[src/rtl/sd_spi_cmd_master.sv]
`default_nettype none
// ============================================================================
//  Module      : sd_spi_cmd_master
//  Description : Host-side SD-card SPI command engine. Builds the 48-bit
//                command frame (with CRC7), shifts it out in SPI mode 0,
//                then polls with 0xFF bytes until an R1 response arrives
//                or the poll-byte budget runs out.
//  Revision    : 1.0 - initial release
// ============================================================================
module sd_spi_cmd_master #(
    parameter int CLK_DIV      = 4,
    parameter int RESP_TIMEOUT = 8
) (
    input  logic        clk,
    input  logic        rst,
    input  logic        cmd_valid,
    output logic        cmd_ready,
    input  logic [5:0]  cmd_index,
    input  logic [31:0] cmd_arg,
    output logic        resp_valid,
    output logic [7:0]  resp_data,
    output logic        resp_timeout,
    output logic        busy,
    output logic        sclk,
    output logic        mosi,
    input  logic        miso,
    output logic        cs_n
);

    localparam int                 c_DIV_W   = (CLK_DIV > 1) ? $clog2(CLK_DIV) : 1;
    localparam logic [c_DIV_W-1:0] c_DIV_TC  = c_DIV_W'(CLK_DIV - 1);
    localparam logic [7:0]         c_TIMEOUT = 8'(RESP_TIMEOUT);

    localparam logic [1:0] c_ST_IDLE = 2'd0;
    localparam logic [1:0] c_ST_SEND = 2'd1;
    localparam logic [1:0] c_ST_POLL = 2'd2;
    localparam logic [1:0] c_ST_DONE = 2'd3;

    logic [1:0]         r_state_q,        w_state_d;
    logic [c_DIV_W-1:0] r_div_q,          w_div_d;
    logic               r_sclk_q,         w_sclk_d;
    logic               r_mosi_q,         w_mosi_d;
    logic               r_cs_n_q,         w_cs_n_d;
    logic [47:0]        r_frame_q,        w_frame_d;
    logic [5:0]         r_bit_cnt_q,      w_bit_cnt_d;
    logic [7:0]         r_rx_q,           w_rx_d;
    logic [7:0]         r_poll_cnt_q,     w_poll_cnt_d;
    logic [7:0]         r_resp_data_q,    w_resp_data_d;
    logic               r_resp_timeout_q, w_resp_timeout_d;

    logic        w_active, w_tick, w_rise, w_fall, w_accept;
    logic        w_send_end, w_byte_end, w_got_resp, w_timeout;
    logic [7:0]  w_poll_next;
    logic [39:0] w_head;

    // CRC7 (x^7 + x^3 + 1), bit-serial over the 40 header bits, MSB first
    function automatic logic [6:0] f_crc7(input logic [39:0] data);
        logic [6:0] crc;
        logic       fb;
        crc = '0;
        for (int i = 39; i >= 0; i--) begin
            fb  = data[i] ^ crc[6];
            crc = {crc[5:0], 1'b0} ^ (fb ? 7'h09 : 7'h00);
        end
        return crc;
    endfunction

    assign w_head      = {2'b01, cmd_index, cmd_arg};
    assign w_active    = (r_state_q == c_ST_SEND) || (r_state_q == c_ST_POLL);
    assign w_tick      = w_active && (r_div_q == c_DIV_TC);
    assign w_rise      = w_tick && !r_sclk_q;
    assign w_fall      = w_tick &&  r_sclk_q;
    assign w_accept    = cmd_valid && (r_state_q == c_ST_IDLE);
    assign w_send_end  = (r_state_q == c_ST_SEND) && w_fall && (r_bit_cnt_q == 6'd47);
    // A poll byte is judged on the falling edge that follows its 8th rise
    assign w_byte_end  = (r_state_q == c_ST_POLL) && w_fall && (r_bit_cnt_q == 6'd8);
    assign w_got_resp  = !r_rx_q[7];
    assign w_poll_next = r_poll_cnt_q + 8'd1;
    assign w_timeout   = (w_poll_next == c_TIMEOUT);

    // State register
    always_ff @(posedge clk) begin
        if (rst) r_state_q <= c_ST_IDLE;
        else     r_state_q <= w_state_d;
    end

    // Next-state logic
    always_comb begin
        w_state_d = r_state_q;
        case (r_state_q)
            c_ST_IDLE: if (w_accept)   w_state_d = c_ST_SEND;
            c_ST_SEND: if (w_send_end) w_state_d = c_ST_POLL;
            c_ST_POLL: if (w_byte_end && (w_got_resp || w_timeout)) w_state_d = c_ST_DONE;
            c_ST_DONE: w_state_d = c_ST_IDLE;
            default:   w_state_d = c_ST_IDLE;
        endcase
    end

    // Datapath next values: divider, SPI pins, shift registers, result
    always_comb begin
        w_div_d          = r_div_q;
        w_sclk_d         = r_sclk_q;
        w_mosi_d         = r_mosi_q;
        w_cs_n_d         = r_cs_n_q;
        w_frame_d        = r_frame_q;
        w_bit_cnt_d      = r_bit_cnt_q;
        w_rx_d           = r_rx_q;
        w_poll_cnt_d     = r_poll_cnt_q;
        w_resp_data_d    = r_resp_data_q;
        w_resp_timeout_d = r_resp_timeout_q;

        if (w_active) begin
            w_div_d = w_tick ? '0 : r_div_q + 1'b1;
            if (w_tick) w_sclk_d = ~r_sclk_q;
        end

        case (r_state_q)
            c_ST_IDLE: begin
                if (w_accept) begin
                    w_frame_d        = {w_head, f_crc7(w_head), 1'b1};
                    w_mosi_d         = w_head[39];
                    w_cs_n_d         = 1'b0;
                    w_sclk_d         = 1'b0;
                    w_div_d          = '0;
                    w_bit_cnt_d      = '0;
                    w_poll_cnt_d     = '0;
                    w_rx_d           = '0;
                    w_resp_timeout_d = 1'b0;
                end
            end
            c_ST_SEND: begin
                if (w_fall) begin
                    if (r_bit_cnt_q == 6'd47) begin
                        w_mosi_d    = 1'b1;
                        w_bit_cnt_d = '0;
                    end else begin
                        w_mosi_d    = r_frame_q[46];
                        w_frame_d   = {r_frame_q[46:0], 1'b0};
                        w_bit_cnt_d = r_bit_cnt_q + 6'd1;
                    end
                end
            end
            c_ST_POLL: begin
                if (w_rise) begin
                    w_rx_d      = {r_rx_q[6:0], miso};
                    w_bit_cnt_d = r_bit_cnt_q + 6'd1;
                end else if (w_byte_end) begin
                    w_bit_cnt_d = '0;
                    if (w_got_resp) begin
                        w_resp_data_d = r_rx_q;
                        w_cs_n_d      = 1'b1;
                    end else if (w_timeout) begin
                        w_resp_data_d    = 8'hFF;
                        w_resp_timeout_d = 1'b1;
                        w_cs_n_d         = 1'b1;
                    end else begin
                        w_poll_cnt_d = w_poll_next;
                    end
                end
            end
            default: ;
        endcase
    end

    // Datapath registers
    always_ff @(posedge clk) begin
        if (rst) begin
            r_div_q          <= '0;
            r_sclk_q         <= 1'b0;
            r_mosi_q         <= 1'b1;
            r_cs_n_q         <= 1'b1;
            r_frame_q        <= '0;
            r_bit_cnt_q      <= '0;
            r_rx_q           <= '0;
            r_poll_cnt_q     <= '0;
            r_resp_data_q    <= 8'hFF;
            r_resp_timeout_q <= 1'b0;
        end else begin
            r_div_q          <= w_div_d;
            r_sclk_q         <= w_sclk_d;
            r_mosi_q         <= w_mosi_d;
            r_cs_n_q         <= w_cs_n_d;
            r_frame_q        <= w_frame_d;
            r_bit_cnt_q      <= w_bit_cnt_d;
            r_rx_q           <= w_rx_d;
            r_poll_cnt_q     <= w_poll_cnt_d;
            r_resp_data_q    <= w_resp_data_d;
            r_resp_timeout_q <= w_resp_timeout_d;
        end
    end

    // State-decoded outputs
    always_comb begin
        cmd_ready  = (r_state_q == c_ST_IDLE);
        busy       = (r_state_q != c_ST_IDLE);
        resp_valid = (r_state_q == c_ST_DONE);
    end

    assign sclk         = r_sclk_q;
    assign mosi         = r_mosi_q;
    assign cs_n         = r_cs_n_q;
    assign resp_data    = r_resp_data_q;
    assign resp_timeout = r_resp_timeout_q;

endmodule
`default_nettype wire

[config.mk]
export PLATFORM = sky130hd
export DESIGN_NAME = sd_spi_cmd_master
export DESIGN_NICKNAME = d
export VERILOG_FILES = /design/src/rtl/sd_spi_cmd_master.sv
export SDC_FILE = /design/constraint.sdc
export NUM_CORES = 1
export LEC_CHECK = 0
export ABC_AREA = 1
export BUFFER_PORTS_ARGS = -buffer_cell sky130_fd_sc_hd__buf_4
export CAP_MARGIN = 20
export CELL_PAD_IN_SITES_DETAIL_PLACEMENT = 0
export CELL_PAD_IN_SITES_GLOBAL_PLACEMENT = 1
export CORE_MARGIN = 2
export CORE_UTILIZATION = 41
export DETAILED_ROUTE_END_ITERATION = 12
export GPL_TIMING_DRIVEN = 0
export PLACE_DENSITY = 0.8
export SLEW_MARGIN = 20
export SYNTH_ARGS = -nofsm -noshare
export SYNTH_HDL_FRONTEND = slang
export SYNTH_SLANG_ARGS = --single-unit
[constraint.sdc]
create_clock -name clk -period 3.8 [get_ports clk]
set_clock_uncertainty 0.15 [all_clocks]
set_input_delay 0.38 -clock clk [delete_from_list [all_inputs] [get_ports clk]]
set_output_delay 0.38 -clock clk [all_outputs]
set_load 0.05 [all_outputs]
Word level (Yosys, flattened, before mapping)
Cells that the tools add are included.
{"block": "word_totals", "romBits": 0, "latchBits": 0, "output_inout_bits": 15, "ram_bits": 0, "elab_cells": 222, "n_memories": 0, "ff_bits": 85}
{"block": "classes", "n_div": 0, "add_sub_neg": 3, "eq_ne": 21, "bitwise_logic": 77, "n_reduce_logical": 27, "order_cmp": 0, "n_mul": 0, "n_mux": 83, "shifts": 0}
{"cell": "XOR 7 x 4 -> 7 bit", "n": 36}
{"cell": "two-way mux 4 bit", "n": 38}
{"cell": "two-way mux 47 bit", "n": 3}
{"cell": "one-hot mux 47 bit (2 select lines)", "n": 1}
{"cell": "two-way mux 8 bit", "n": 8}
{"cell": "XOR 1 bit", "n": 35}
{"cell": "one-hot mux 8 bit (2 select lines)", "n": 2}
{"cell": "two-way mux 6 bit", "n": 5}
{"cell": "!= test 2 bit (second input constant)", "n": 9}
{"cell": "one-hot mux 6 bit (3 select lines)", "n": 1}
{"cell": "two-way mux 1 bit", "n": 14}
{"cell": "two-way mux 2 bit", "n": 7}
{"cell": "AND reduction 4 bit", "n": 3}
{"cell": "AND reduction 6 bit", "n": 2}
{"cell": "logical AND 1 bit", "n": 9}
{"cell": "AND reduction 3 bit", "n": 3}
{"cell": "adder 8 x 1 -> 8 bit (second input constant)", "n": 1}
{"cell": "equality test 8 x 4 -> 1 bit (second input constant)", "n": 1}
{"cell": "one-hot mux 2 bit (4 select lines)", "n": 1}
{"cell": "adder 6 x 1 -> 6 bit (second input constant)", "n": 1}
{"cell": "equality test 2 bit (second input constant)", "n": 3}
{"cell": "equality test 6 x 4 -> 1 bit (second input constant)", "n": 1}
{"cell": "equality test 6 bit (second input constant)", "n": 1}
{"cell": "!= test 2 x 1 -> 1 bit (second input constant)", "n": 3}
{"cell": "other kinds (14)", "n": 23}

Depth between registers and ports, before layout
Gate-level depths: netlist of run 1.
{"block": "logic_depth", "word_depth": 111, "mapped_depth": 27, "ltp_nobuf": 27}

Worst setup path before layout of run 1
OpenSTA, ideal clock, no wires.
{"block": "synth_timing", "path_type": "reg-to-reg", "from": "register r_state_q[0]", "to": "register r_frame_q[4]", "period_less_slack_ns": 2.869, "setup_time_ns": 0.067, "path_stages_with_launch": 15, "slack_ns": 0.931, "arrival_ns": 2.652, "required_ns": 3.583, "cell_sequence": "dfxtp_1 > inv_1 > ha_1 > inv_1 > nor2_1 > inv_1 > nand2_1 > a21oi_1 > inv_1 > a21oi_1 > inv_1 > clkbuf_1 > nor2_1 > nand2_1 > a21oi_2"}
{"element": "from (decl)", "line_no": "39", "source": "logic [1:0] r_state_q, w_state_d;"}
{"element": "from (signal assigned)", "line_no": "83", "source": "if (rst) r_state_q <= c_ST_IDLE;"}
{"element": "from (signal assigned)", "line_no": "84", "source": "else r_state_q <= w_state_d;"}
{"element": "logical NOT 2 bit (*)"}
{"element": "named net cmd_ready", "line_no": "17", "source": "output logic cmd_ready,"}
{"element": "logical AND 1 bit", "line_no": "73", "source": "assign w_accept = cmd_valid && (r_state_q == c_ST_IDLE);"}
{"element": "!= test 2 x 1 -> 1 bit (no source line)"}
{"element": "AND reduction 4 bit (no source line)"}
{"element": "to (signal assigned)", "line_no": "183", "source": "r_frame_q <= w_frame_d;"}
{"element": "to (decl)", "line_no": "44", "source": "logic [47:0] r_frame_q, w_frame_d;"}
The timed path passes the listed nets; every way through them passes the cells marked *.
A chain may end at the register's enable or synchronous reset.

Worst setup path after layout of run 1
{"block": "layout_timing", "from": "register r_state_q[0]", "to": "register r_frame_q[4]"}
{"block": "layout_between", "elab_chain_len": 6}
{"element": "equality test 2 x 1 -> 1 bit or equality test 2 bit (tied branches)", "line_no": "69, 117"}
{"element": "logical OR 1 bit", "line_no": "69", "source": "assign w_active = (r_state_q == c_ST_SEND) || (r_state_q == c_ST_POLL);"}
{"element": "logical AND 1 bit", "line_no": "70", "source": "assign w_tick = w_active && (r_div_q == c_DIV_TC);"}
{"element": "logical AND 1 bit", "line_no": "72", "source": "assign w_fall = w_tick && r_sclk_q;"}
{"element": "!= test 2 bit (no source line)"}
{"element": "AND reduction 4 bit (no source line)"}
Parallel ways exist; a longest one is shown, timed or not.

==> impl_results.md, run 1 <==
* Top cells by area, synth: dfxtp_1 34%, nand2_1 22%, inv_1 5.8%, nand3_1 5.8%, o21ai_0 5.0%
* Total gr overflow at 0
* Placed instance area at between 5000 and 6000 sq um
* Startpoint Class: flip-flop
* Die H at around 120 um
* Antenna violations before repair at 0
* Area Overhead vs Synth at 18.0%
* Data arrival time of the worst path at between 3 and 4 ns
* Clock tree buffer depth at 2
* Clock network fraction of total power at 23.0%
* Placed Instances at between 1,000 and 1,500
* Synth Area per Inst at about 6.3 sq um
* Top cell type's share of synthesized area at around 34%
* Synthesized flop and latch total at 85
* Final net count at 921
* Final wirelength at approximately 13,000 um
* Vias/cell at around 5
* Tot Pwr at 3.75 mW
* Initial core utilization at about 42%
* CTS Hold Bufs at 0
* MaxCap Viol Count at 0
* Skew-Pair Late Insertion Delay at 0.33 ns
* Fmax at 0.299 GHz
* Via count at 5,162
* Largest net degree at the start of global routing at 14
* Outcome: finished clean
* GRT Overall Usage at 20.3%
* Relative slew slack at a little over half
* Data required, critical path at 3.91 ns
* CTS tree: built
* RSZ-0062 raised after global routing: false
* CP endpoint kind: flip-flop
* # rows at 40
* Unique masters post-synth at 36
* Kind of critical path: reg2reg
* FF-to-FF path depth at 16
* Placer Congestion at just over 0.8
* Pins Over Slew Limit at 0
* Slew @ Worst Pin at between 0.6 and 0.7 ns
* Switching share of power at 42.6%
* Switching power at around 1.6 mW
* Ant diodes at 0
* Post-synthesis instance total at 803
* CTS Sinks at 85
* Die span in x at around 120 um
* Die Area at roughly 13,000 sq um
* Vias in the first global route at approximately 4,700
* DR iter-0 viols at slightly above 400
* Post-Synthesis Cell Area at just over 5000 sq um
* Fraction of layout cells with a size suffix above 1 at 12.7%
* CP max FO at 10
* Int Pwr at 2.15 mW
* Peak supply drop at 0.000302 V
* Final Cell Area at 5990 sq um
* Final core occ at ~50%
* 1st-pass router iterations at 5
* First-pass GRT wire length at between 20,000 and 25,000 um
* Worst-path clk slew at 0.06 ns
* Combinational group share of total power at between 40% and 50%
* Port bufs at between 50 and 60
* Sum of negative setup slack at 0 ns
* Post-route non-filler standard cell count at approximately 1,000
* IO Pins at 57
* Hold Path Depth at 3
* LEAKAGE at about 2.9 nW
* Pwr Density at ~630 nW/um^2
* Antenna Violating Nets Remaining at 0
* Post-CTS Resized at 0
* CTS buffer count at 9
* Share of power burned in registers at 32.0%
* WL/cell at around 12 um
* Biggest area consumer among synthesized cells: dfxtp_1
* Post-Syn Nets at roughly 860
* Min Tclk post-route at 3.34 ns
* Sequential fraction of the synthesis area at roughly a third
* DRC errors left at 0
* Hold Fails Final Rpt at 0
* Hold crit path type: in2reg
* Warnings, synthesis at 0
* H-tree levels at 3
* Period Utilization, post-route at between 80% and 90%
* Hpwl dp at just over 10,000 um
* Final setup fails at 0
* Core area at roughly 12,000 sq um
* Number of post-CTS setup repair buffers at 0
* CTS Root Buffer Type: clkbuf_16
sequential cells by signal (all words and copies together) (netlist names), 2 cells and up:
| signal | flops |
|---|---|
| r_frame_q | 47 |
| r_poll_cnt_q | 8 |
| r_rx_q | 8 |
| resp_data | 8 |
| r_bit_cnt_q | 6 |
| r_div_q | 2 |
| r_state_q | 2 |
cell usage after synthesis:
cell / count
nor2_1: 38
buf_4: 1
nor4_1: 2
or2_2: 4
nand3b_1: 3
o21ai_0: 51
dfxtp_1: 85
nor3b_1: 1
nor2_2: 2
o221a_2: 1
nand3_1: 59
buf_2: 1
a221oi_1: 1
nand4_1: 6
nand2_1: 297
o22ai_1: 7
a21oi_1: 34
inv_2: 6
xnor2_1: 5
nand2_4: 3
a21oi_2: 1
nand3_2: 4
nand2_2: 16
nor3_1: 2
a211oi_1: 4
ha_1: 10
clkinv_1: 1
xor2_4: 1
o311ai_0: 1
xor2_1: 6
inv_1: 79
o21ai_1: 2
clkbuf_1: 26
xor2_2: 2
a31oi_1: 38
o211ai_1: 3
power groups by stage:
stage | sequential, mW | clock [mW] | combinational [mW]
after floorplan | 1.24 | 0 | 1.22
after global placement | 1.21 | 0 | 1.65
after detailed placement | 1.22 | 0 | 1.69
after CTS | 1.20 | 0.883 | 1.69
after global routing | 1.23 | 0.921 | 1.93
final | 1.20 | 0.863 | 1.68
metal layers:
| metal | GRT usage (%) | up-vias | wire [um] |
|---|---|---|---|
| li1 | - | 2749 | - |
| met2 | 34.8 | 88 | 5970 |
| met3 | 2.58 | 9 | 399 |
| met1 | 26.9 | 2316 | 6440 |
| met5 | 0 | - | 0 |
| met4 | 5.30 | 0 | 115 |
path summary, 6_finish.rpt:
kind                startpoint      endpoint  slack, ns
hold / removal            miso     r_rx_q[0]       0.17
setup reg to reg  r_state_q[0]  r_frame_q[4]       0.46
hold reg to reg   r_frame_q[0]  r_frame_q[0]       0.31
setup / recovery  r_state_q[0]  r_frame_q[4]       0.46
stage by stage:
stage,worst slack (ns),hold slack (ns)
5_1_grt,0.0180,0.170
3_3_place_gp,0.505,0.302
3_5_place_dp,0.419,0.308
6_report,0.458,0.173
4_1_cts,0.393,0.148
2_1_floorplan,0.931,0.291
kinds of logic (layout without fill, tap and decap cells):
kind of cell    after synthesis  count (layout)  synth area share [%]
simple gates                437             437                  36.5
compound gates              143             143                  15.9
buf+inv                     114             184                  8.53
flops                        85              85                  33.5
xor+xnor                     14              14                  3.08
fa+ha+maj                    10              10                  2.46
layout make-up:
class | count | area (sq um)
multi-input combinational | 604 | 2940
clock buffer | 11 | 243
inverter | 86 | 323
tap | 168 | 210
fill | 1247 | 6070
timing repair buffer | 55 | 413
clock inverter | 4 | 48.8
buffer | 28 | 110
sequential | 85 | 1700
critical path, cell delays in order, from the launching register on:
cell and delay (ns):
dfxtp_1 0.38, inv_1 0.08, ha_1 0.27, clkbuf_1 0.29
nand2_1 0.09, inv_1 0.09, ha_1 0.18, or2_2 0.12
nand2_1 0.07, a21oi_1 0.13, inv_1 0.10, a21oi_1 0.55
inv_1 0.19, clkbuf_1 0.26, nor2_1 0.14, nand2_1 0.07
a21oi_2 0.10
cell usage in the layout, fill, tap and decap left out, types with 2 or more instances in the layout:
cell type,netlist,layout
clkbuf_1,26,27
nand4_1,6,6
dfxtp_1,85,85
nand3_1,59,59
nand2_2,16,16
nor2_2,2,2
nand2_4,3,3
a31oi_1,38,38
xnor2_1,5,5
clkinv_2,0,2
nor3_1,2,2
o21ai_1,2,2
ha_1,10,10
or2_2,4,4
buf_4,1,56
o211ai_1,3,3
clkbuf_16,0,9
nand3_2,4,4
nor2_1,38,38
nand2_1,297,297
nand3b_1,3,3
xor2_1,6,6
inv_2,6,6
o22ai_1,7,7
nor4_1,2,2
inv_1,79,79
a21oi_1,34,34
a211oi_1,4,4
o21ai_0,51,51
xor2_2,2,2
No activity file was read; power rests on OpenSTA's default activity.
==> run 2, diff against run 1 <==
- CORE_UTILIZATION: 41 -> 32
- PLACE_DENSITY: 0.8 -> 0.65
- RECOVER_POWER: unset -> 50
==> impl_results.md, run 2 (synthesis results as in run 1) <==
* Pins Over Slew Limit at 0 (unchanged)
* Antenna violations before repair at 0 (unchanged)
* CTS Hold Bufs at 0 (unchanged)
* Via count at 5,185 (+0.45%)
* CP max FO at 10 (unchanged)
* Global route hottest layer: met2
* Placer Congestion at 0.813 (-1.7%)
* Number of post-CTS setup repair buffers at 0 (unchanged)
* Kind of critical path: reg2reg
* CTS Sinks at 85 (unchanged)
* Area Overhead vs Synth at 17.7%
* WL/cell at 12.9 um (+3.8%)
* RSZ-0062 raised after global routing: false
* Post-route non-filler standard cell count at 1,090 (+4.7%)
* Flop-to-flop setup slack at 0.41 ns (-0.05 ns)
* Skew-Pair Late Insertion Delay at 0.34 ns (about the same)
* DR iter-0 viols at 316 (-23%)
* Placed Instances at 1,074 (+4.7%)
* Hold Fails Final Rpt at 0 (unchanged)
* Pwr Density at 618 nW/um^2 (-1.1%)
* Final Cell Area at 5970 sq um (-0.29%)
* DRC errors left at 0 (unchanged)
* Slew @ Worst Pin at 0.719 ns (+0.0349 ns)
* Sum of negative setup slack at 0 ns (unchanged)
* Hold Slack at 0.177 ns (+0.00444 ns)
* Initial core utilization at 32.3% (-9.8 points)
* Startpoint Class: flip-flop
* Final wirelength at 14,000 um (+8.7%)
* Fmax at 0.295 GHz (-1.6%)
* Final net count at 921 (unchanged)
* Relative slew slack at 52.0% (-2.3 points)
* Max reg flops at 47 (unchanged)
* First-pass GRT wire length at 22,600 um (+4.3%)
* Largest net degree at the start of global routing at 14 (unchanged)
* Met3 usage at 2.21% (-0.37 points)
* Peak supply drop at 0.000232 V (-23%)
* H-tree levels at 3 (unchanged)
* CTS Root Buffer Type: clkbuf_16
* CTS tree: built
* Final setup fails at 0 (unchanged)
* Core area at 15,700 sq um (+30%)
* MaxCap Viol Count at 0 (unchanged)
* Share of power burned in registers at 32.6% (+0.6 points)
* Total gr overflow at 0 (unchanged)
* Vias in the first global route at 4,747 (+0.68%)
* Port bufs at 55 (unchanged)
* Period Utilization, post-route at 89.3% (+1.4 points)
* Combinational group share of total power at 45.5% (+0.6 points)
* Vias/cell at 4.76 (-4.1%)
* Clock tree buffer depth at 2 (unchanged)
* Outcome: finished clean
* Ant diodes at 0 (unchanged)
* Switching share of power at 44.1% (+1.5 points)
* Commonest cells after routing, fill and taps aside: 297 x nand2_1, 85 x dfxtp_1, 79 x inv_1
* Die span in x at 130 um (+13%)
* Routing usage on met1 at 22.1% (-4.8 points)
* CTS buffer count at 9 (unchanged)
* Switching power at 1.63 mW (+2.1%)
* 1st-pass router iterations at 4 (-1)
* Int Pwr at 2.07 mW (-4.0%)
* LEAKAGE at 2.80 nW (-2.1%)
* Min Tclk post-route at 3.39 ns (+0.0527 ns)
* GRT Overall Usage at 16.9% (-3.4 points)
* Clock network fraction of total power at 21.9% (-1.1 points)
* Hpwl dp at 11,200 um (+11%)
* Fraction of layout cells with a size suffix above 1 at 11.0% (-1.7 points)
* CP endpoint kind: flip-flop
* GRT met2 Usage at 28.3% (-6.5 points)
* Data arrival time of the worst path at 3.51 ns (+0.05 ns)
* Antenna Violating Nets Remaining at 0 (unchanged)
* # rows at 46 (+15%)
* Largest Register: r_frame_q
* Data required, critical path at 3.92 ns (about the same)
* Die H at 130 um (+13%)
* Hold crit path type: in2reg
* Leading cell type in the layout, fill and taps excluded: nand2_1
* Post-CTS Resized at 0 (unchanged)
* Die Area at 16,900 sq um (+27%)
* Worst-path clk slew at 0.06 ns (about the same)
* Final core occ at 38.0% (-12 points)
* IO Pins at 57 (unchanged)
* Placed instance area at 5760 sq um (+1.1%)
==> run 2: changes by cell type in the layout (fill, tap and decap cells not counted), sizes merged <==
cell,previous run,this run
buf,57,42
clkinv,4,5
clkbuf,37,53
bufinv,1,0
==> run 2: final cells by class <==
type | count | area (sq um)
buffer | 28 | 110
clock buffer | 12 | 246
clock inverter | 4 | 23.8
fill | 1742 | 9740
inverter | 86 | 323
multi-input combinational | 604 | 2940
sequential | 85 | 1700
tap | 216 | 270
timing repair buffer | 55 | 357
==> run 2: power by group through the flow <==
stage	Clock [mW]	Combinational [mW]	Sequential, mW
after CTS	0.837	1.72	1.20
after floorplan	0	1.22	1.24
after global placement	0	1.68	1.21
after detailed placement	0	1.72	1.22
after global routing	0.867	1.91	1.23
final	0.808	1.68	1.20
==> run 2: path summary, 6_finish.rpt <==
path | start | end | cells past startpoint
setup reg to reg | r_state_q[0] | r_frame_q[4] | 16
hold reg to reg | r_frame_q[0] | r_frame_q[0] | 2
setup / recovery | r_state_q[0] | r_frame_q[4] | 16
hold / removal | miso | r_rx_q[0] | 3
==> run 2: critical path, cell delays in order, from the launching register on <==
cell and delay (ns):
dfxtp_1 0.38, inv_1 0.08, ha_1 0.27, clkbuf_1 0.30, nand2_1 0.10, inv_1 0.09
ha_1 0.17, or2_2 0.11, nand2_1 0.07, a21oi_1 0.15, inv_1 0.10, a21oi_1 0.57
inv_1 0.19, clkbuf_1 0.27, nor2_1 0.15, nand2_1 0.08, a21oi_2 0.11
==> run 2: stage by stage <==
step | worst slack (ns) | power (mW)
2_1_floorplan | 0.931 | 2.46
3_3_place_gp | 0.418 | 2.89
3_5_place_dp | 0.337 | 2.94
4_1_cts | 0.303 | 3.76
5_1_grt | 0.0154 | 4.00
6_report | 0.405 | 3.69
==> run 2: routing by layer <==
metal | vias to the layer above | routed length (um)
met1 | 2358 | 6940
met5 | - | 0
met2 | 79 | 6490
met4 | 0 | 231
met3 | 15 | 375
li1 | 2733 | -
